## config.mk

```make
export PLATFORM = sky130hd
export DESIGN_NAME = pattern_response_capture
export DESIGN_NICKNAME = d
export VERILOG_FILES = /design/src/rtl/pattern_response_capture.sv
export SDC_FILE = /design/constraint.sdc
export NUM_CORES = 1
export LEC_CHECK = 0
export BUFFER_PORTS_ARGS = -buffer_cell sky130_fd_sc_hd__buf_2
export CORE_ASPECT_RATIO = 1.2
export CORE_MARGIN = 1
export CORE_UTILIZATION = 53
export CTS_CLUSTER_SIZE = 12
export DETAILED_ROUTE_END_ITERATION = 10
export PLACE_DENSITY = 0.8
export SLEW_MARGIN = 10
export SYNTH_ARGS = -nofsm -noshare
export SYNTH_HDL_FRONTEND = slang
export SYNTH_SLANG_ARGS = --single-unit
```

## constraint.sdc

```tcl
create_clock -name CK -period 3.1 [get_ports CK]
set_input_delay 0.465 -clock CK [delete_from_list [all_inputs] [get_ports CK]]
set_output_delay 0.465 -clock CK [all_outputs]
set_load 0.01 [all_outputs]
```

## src/rtl/pattern_response_capture.sv

```systemverilog
// Exhaustive 5-input sweep: drives each vector, waits, samples the
// response, and hands every sample out as a valid/ready record.
module pattern_response_capture #(
  parameter int unsigned SETTLE_CYCLES = 1
) (
  input  logic        CK,
  input  logic        reset,
  input  logic        start,
  output logic [4:0]  N,
  input  logic        resp_in,
  input  logic [31:0] golden,
  output logic        rec_valid,
  input  logic        rec_ready,
  output logic [4:0]  rec_vec,
  output logic        rec_bit,
  output logic        rec_miss,
  output logic [31:0] table_out,
  output logic [5:0]  mismatch_cnt,
  output logic        busy,
  output logic        done
);

  typedef enum logic [2:0] {
    IDLE,
    APPLY,
    SETTLE,
    SAMPLE,
    EMIT,
    DONE
  } state_t;

  localparam logic [3:0] SETTLE_LOAD = 4'(SETTLE_CYCLES);

  state_t     state;
  logic [4:0] idx;
  logic [3:0] cnt;
  logic       miss;

  assign miss = resp_in ^ golden[idx];

  always_ff @(posedge CK or posedge reset) begin
    if (reset) begin
      state        <= IDLE;
      idx          <= '0;
      cnt          <= '0;
      N            <= '0;
      rec_valid    <= 1'b0;
      rec_vec      <= '0;
      rec_bit      <= 1'b0;
      rec_miss     <= 1'b0;
      table_out    <= '0;
      mismatch_cnt <= '0;
      busy         <= 1'b0;
      done         <= 1'b0;
    end else begin
      case (state)
        IDLE, DONE: begin
          if (start) begin
            idx          <= '0;
            table_out    <= '0;
            mismatch_cnt <= '0;
            done         <= 1'b0;
            busy         <= 1'b1;
            state        <= APPLY;
          end
        end
        APPLY: begin
          N     <= idx;
          cnt   <= SETTLE_LOAD;
          state <= SETTLE;
        end
        SETTLE: begin
          cnt <= cnt - 4'd1;
          // leave after exactly SETTLE_CYCLES cycles here
          if (cnt <= 4'd1) state <= SAMPLE;
        end
        SAMPLE: begin
          table_out[idx] <= resp_in;
          rec_vec        <= idx;
          rec_bit        <= resp_in;
          rec_miss       <= miss;
          if (miss && mismatch_cnt < 6'd32)
            mismatch_cnt <= mismatch_cnt + 6'd1;
          rec_valid      <= 1'b1;
          state          <= EMIT;
        end
        EMIT: begin
          if (rec_ready) begin
            rec_valid <= 1'b0;
            if (idx == 5'd31) begin
              busy  <= 1'b0;
              done  <= 1'b1;
              state <= DONE;
            end else begin
              idx   <= idx + 5'd1;
              state <= APPLY;
            end
          end
        end
        default: state <= IDLE;
      endcase
    end
  end

endmodule

```

# Word-level counts from Yosys, hierarchy flattened
# Cells that the tools add are included.
# totals
register_bits	65
out_inout_bits	53
input_bits	37
elab_cells	76
# classes
reduce_logical	14
addsub	3
n_bitwise	1
order_cmp	4
mux	30
n_eq_ne	12
# op_table
cell	n
$pmux 32 s2	1
$bwmux 32	1
$mux 32	1
$mux 5	3
$pmux 3 s5	1
$mux 3	4
$mux 6	2
$ne 2x2->1 const B	6
$pmux 6 s2	1
$pmux 5 s2	1
$mux 1	9
$pmux 4 s2	1
$reduce_and 4->1	2
$reduce_bool 2->1	4
$add 6x1->6 const B	1
$eq 3x2->1 const B	2
$eq 3x3->1 const B	2
$lt 5x6->1 const B	1
$lt 6x6->1 const B	1
$pmux 1 s2	3
$reduce_and 3->1	2
$add 5x1->5 const B	1
$bmux 1 s5	1
$demux 1 s5	1
other kinds (10)	12

# Depth between registers and ports, before layout
# depth
word_depth	6
mapped_depth	10
ltp_nobuf	9

# Worst setup path before layout
# No wires, ideal clock.
# synth_path
path_type	register -> register
start	reg idx[0]
end	reg idx[3]
setup_slack_ns	0.835
path_stages_with_launch	11
path_buffers	1
setup_time_ns	0.120
period_less_slack_ns	2.265
arrival_ns	2.146
required_ns	2.980
cell_sequence	dfrtp_1 -> ha_1 -> buf_1 -> and3_1 -> ha_1 -> nand3b_1 -> a21o_1 -> a21oi_1 -> nand4_1 -> xnor2_1 -> nor2_1
# synth_via
elab_chain_len	4
elab_cells_between_ends	7
cone_classes	1 x add/sub; 2 x eq/ne; 3 x mux; 1 x reduce/logical
# synth_rtl
item	line	rtl
start: declaration	35	logic [4:0] idx;
start signal: assignment	95	idx <= idx + 5'd1;
$add 5x1->5	95	
$mux 5	90	if (idx == 5'd31) begin
$mux 5	88	if (rec_ready) begin
$pmux 5 s2	56	case (state)
# Parallel ways exist; a longest one is shown, timed or not. The select of a mux whose other input is x is not followed.
# A chain may end at the register's enable or synchronous reset.

# Final worst setup path
# Same ends and word-level chain as after synthesis.

==> reports/qor.txt <==
Status = finished, final reports clean
Crit Path Category = reg2reg
Largest net degree at the start of global routing = 44
Worst vdd ir = 584 µV
Antenna Cells = 0
Gpl congestion = 0.829
Core Box Area = 0.00617 mm²
Clk Latency, worst-skew pair = 350 ps
Crit path buffers/inverters = 0
Synthesis-to-layout area growth = 19.5%
I/O Buffers = 89
Clock Sinks = 65
FF-to-FF setup slack = 570 ps
Vias = 3327
FMAX = 0.395 GHz
Die area = 0.00688 mm²
Worst path cell trace = ha_1, and3_1, ha_1, nand3b_1, a21o_1, a21oi_1, nand4_1, xnor2_1, nor2_1
Cell variety after synth = 40
FF-to-FF Start = idx[0]
Starting DRT DRC Count = 323
Mapped Cells = 387
Vias in the first global route = 3200
First-pass GRT wire length = 15.5 mm
Post-synth design cell area = 0.00347 mm²
Final wirelength = 9.20 mm
Post-synth top area share = 0.468
Die H = 90.7 µm
Synth Warn # = 0
Commonest non-fill, non-tap cell in the layout = buf_2
Crit path launch = idx[0]
Hpwl dp = 6.41 mm
Setup crit end kind = register
WP data required = 3320 ps
Syn Area/Cell = 8.98 µm²
Maximum root-to-sink buffer count = 2
Cell mode on critical path = ha_1
Layout Nets = 511
Initial Util = 0.563
Worst Path Arrival = 2760 ps
CP max stage cell = a21oi_1
Final hold violation count = 0
CP Depth = 9
Worst-case reg-to-reg path depth = 9
CP Capture Point = idx[3]
Post-Syn Nets = 432
Floorplan die width = 75.9 µm
Antenna violations before repair = 0
CTS-repair resized insts = 0
DRT antenna net count = 0
Max-cap violations = 0
Total power = 2.87 mW
P_leak = 2.04 nW
Residual DRC = 0
CP max FO = 9
Slew Limit Headroom = 0.532
Setup violators final = 0
Clk_skew = 11.8 ps
Post-CTS Setup Bufs = 0
Setup_tns = 0 ps
Slew @ Worst Pin = 701 ps
Final period utilization = 0.817
Top cells by area, synth = dfrtp_1, o21ai_0, a21oi_1
Post-layout util = 0.673
Tot GR Track Use = 0.282
Hold Crit Class = in2async
H-tree levels = 3
Pwr/cell area = 691 mW/mm²
Min Tclk post-route = 2530 ps
# fillers = 520
Max Transition Viols Final = 0
CTS tree = done
Most frequent cells in the layout = buf_2, o21ai_0, dfrtp_1, a21oi_1, nand2_1
Drt pass-1 iters = 6
RSZ-0062 raised after global routing = no
Cts bufs inserted = 9
CTS root buffer = clkbuf_8
Ports = 90
Grt total ovfl = 0
Clock-pin slew on the worst setup and hold paths = 80 ps
Max stage delay on crit path = 480 ps
Fraction of layout cells with a size suffix above 1 = 0.248
Wire length per cell = 16.6 µm
Top cell family by delay on the critical path = simple AND/OR/NAND/NOR gates
Worst reg2reg path endpoint = idx[3]
Sequential fraction of the synthesis area = 0.468
Startpoint types = register
Via/cell ratio = 6.02
Row count = 31
Post-synth top area cell = dfrtp_1
Synth Register Bits = 65
Post-CTS Hold Fix Bufs = 0
## cell usage after synthesis (all sizes together)
cell type,number
o21ai,85
dfrtp,65
a21oi,40
nand2,32
mux2i,19
nor2,18
nand3,15
clkbuf,14
buf,13
inv,13
nor3,12
ha,8
o32ai,7
mux2,5
o22ai,5
nand4,4
or3,3
a22oi,2
a32oi,2
and2,2
and3,2
nand2b,2
nand3b,2
o22a,2
or3b,2
xnor2,2
xor2,2
a21o,1
a41o,1
and2b,1
nor2b,1
nor3b,1
nor4,1
nor4b,1
o2111ai,1
o21a,1
## layer usage
metal,GRT usage,part of all wire
met5,0,0
met3,0.0465,0.057
met4,0.130,0.024
met1,0.354,0.41
met2,0.476,0.50
## registers in the layout, summed over array words and instances (netlist names)
register / cells
table_out: 32
mismatch_cnt: 6
N: 5
idx: 5
rec_vec: 5
cnt: 4
state: 3
busy: 1
done: 1
rec_bit: 1
rec_miss: 1
rec_valid: 1
## how the worst min path moves through the flow
stage	startpoint	to	slack [ps]	cells past startpoint
floorplan	busy	busy	510	2
global placement	reset	cnt[3]	460	2
detailed placement	reset	cnt[3]	460	2
CTS	reset	cnt[3]	90	2
global route	reset	cnt[2]	100	2
finish	reset	table_out[31]	80	2
## report_power, final
part | total, mW | internal, mW | switching, mW
sequential | 1.10 | 0.960 | 0.141
combinational | 0.962 | 0.352 | 0.611
clock | 0.805 | 0.474 | 0.332
total | 2.87 | 1.79 | 1.08
## cells by family (layout without fill, tap and decap cells)
family,count (synthesis),count (layout),share of synthesized area
compound gates,147,147,0.233
simple gates,99,99,0.136
flops,65,65,0.468
buf+inv,40,124,0.0530
mux,24,24,0.0710
fa+ha+maj,8,8,0.0288
xor+xnor,4,4,0.0101
## area by class of cell
class	instances	area, µm²	area share
clock buffers	11	141	0.0341
clock inverters	5	78.8	0.0190
inverters	13	48.8	0.0118
multi-input cells	282	1660	0.401
flip-flops and latches	65	1630	0.392
well taps	82	103	0.0247
repair buffers	95	490	0.118
## metrics by stage
stage          area [µm²]  setup slack, ps  hold WS [ps]  instances
3_3_place_gp         3930              787           457        537
2_1_floorplan        3470              835           509        387
5_1_grt              4150              362           100        553
4_1_cts              4150              592          89.3        553
6_report             4150              568          82.0        553
3_5_place_dp         3930              657           459        537
Note: power is estimated with default switching activity, not from simulation.
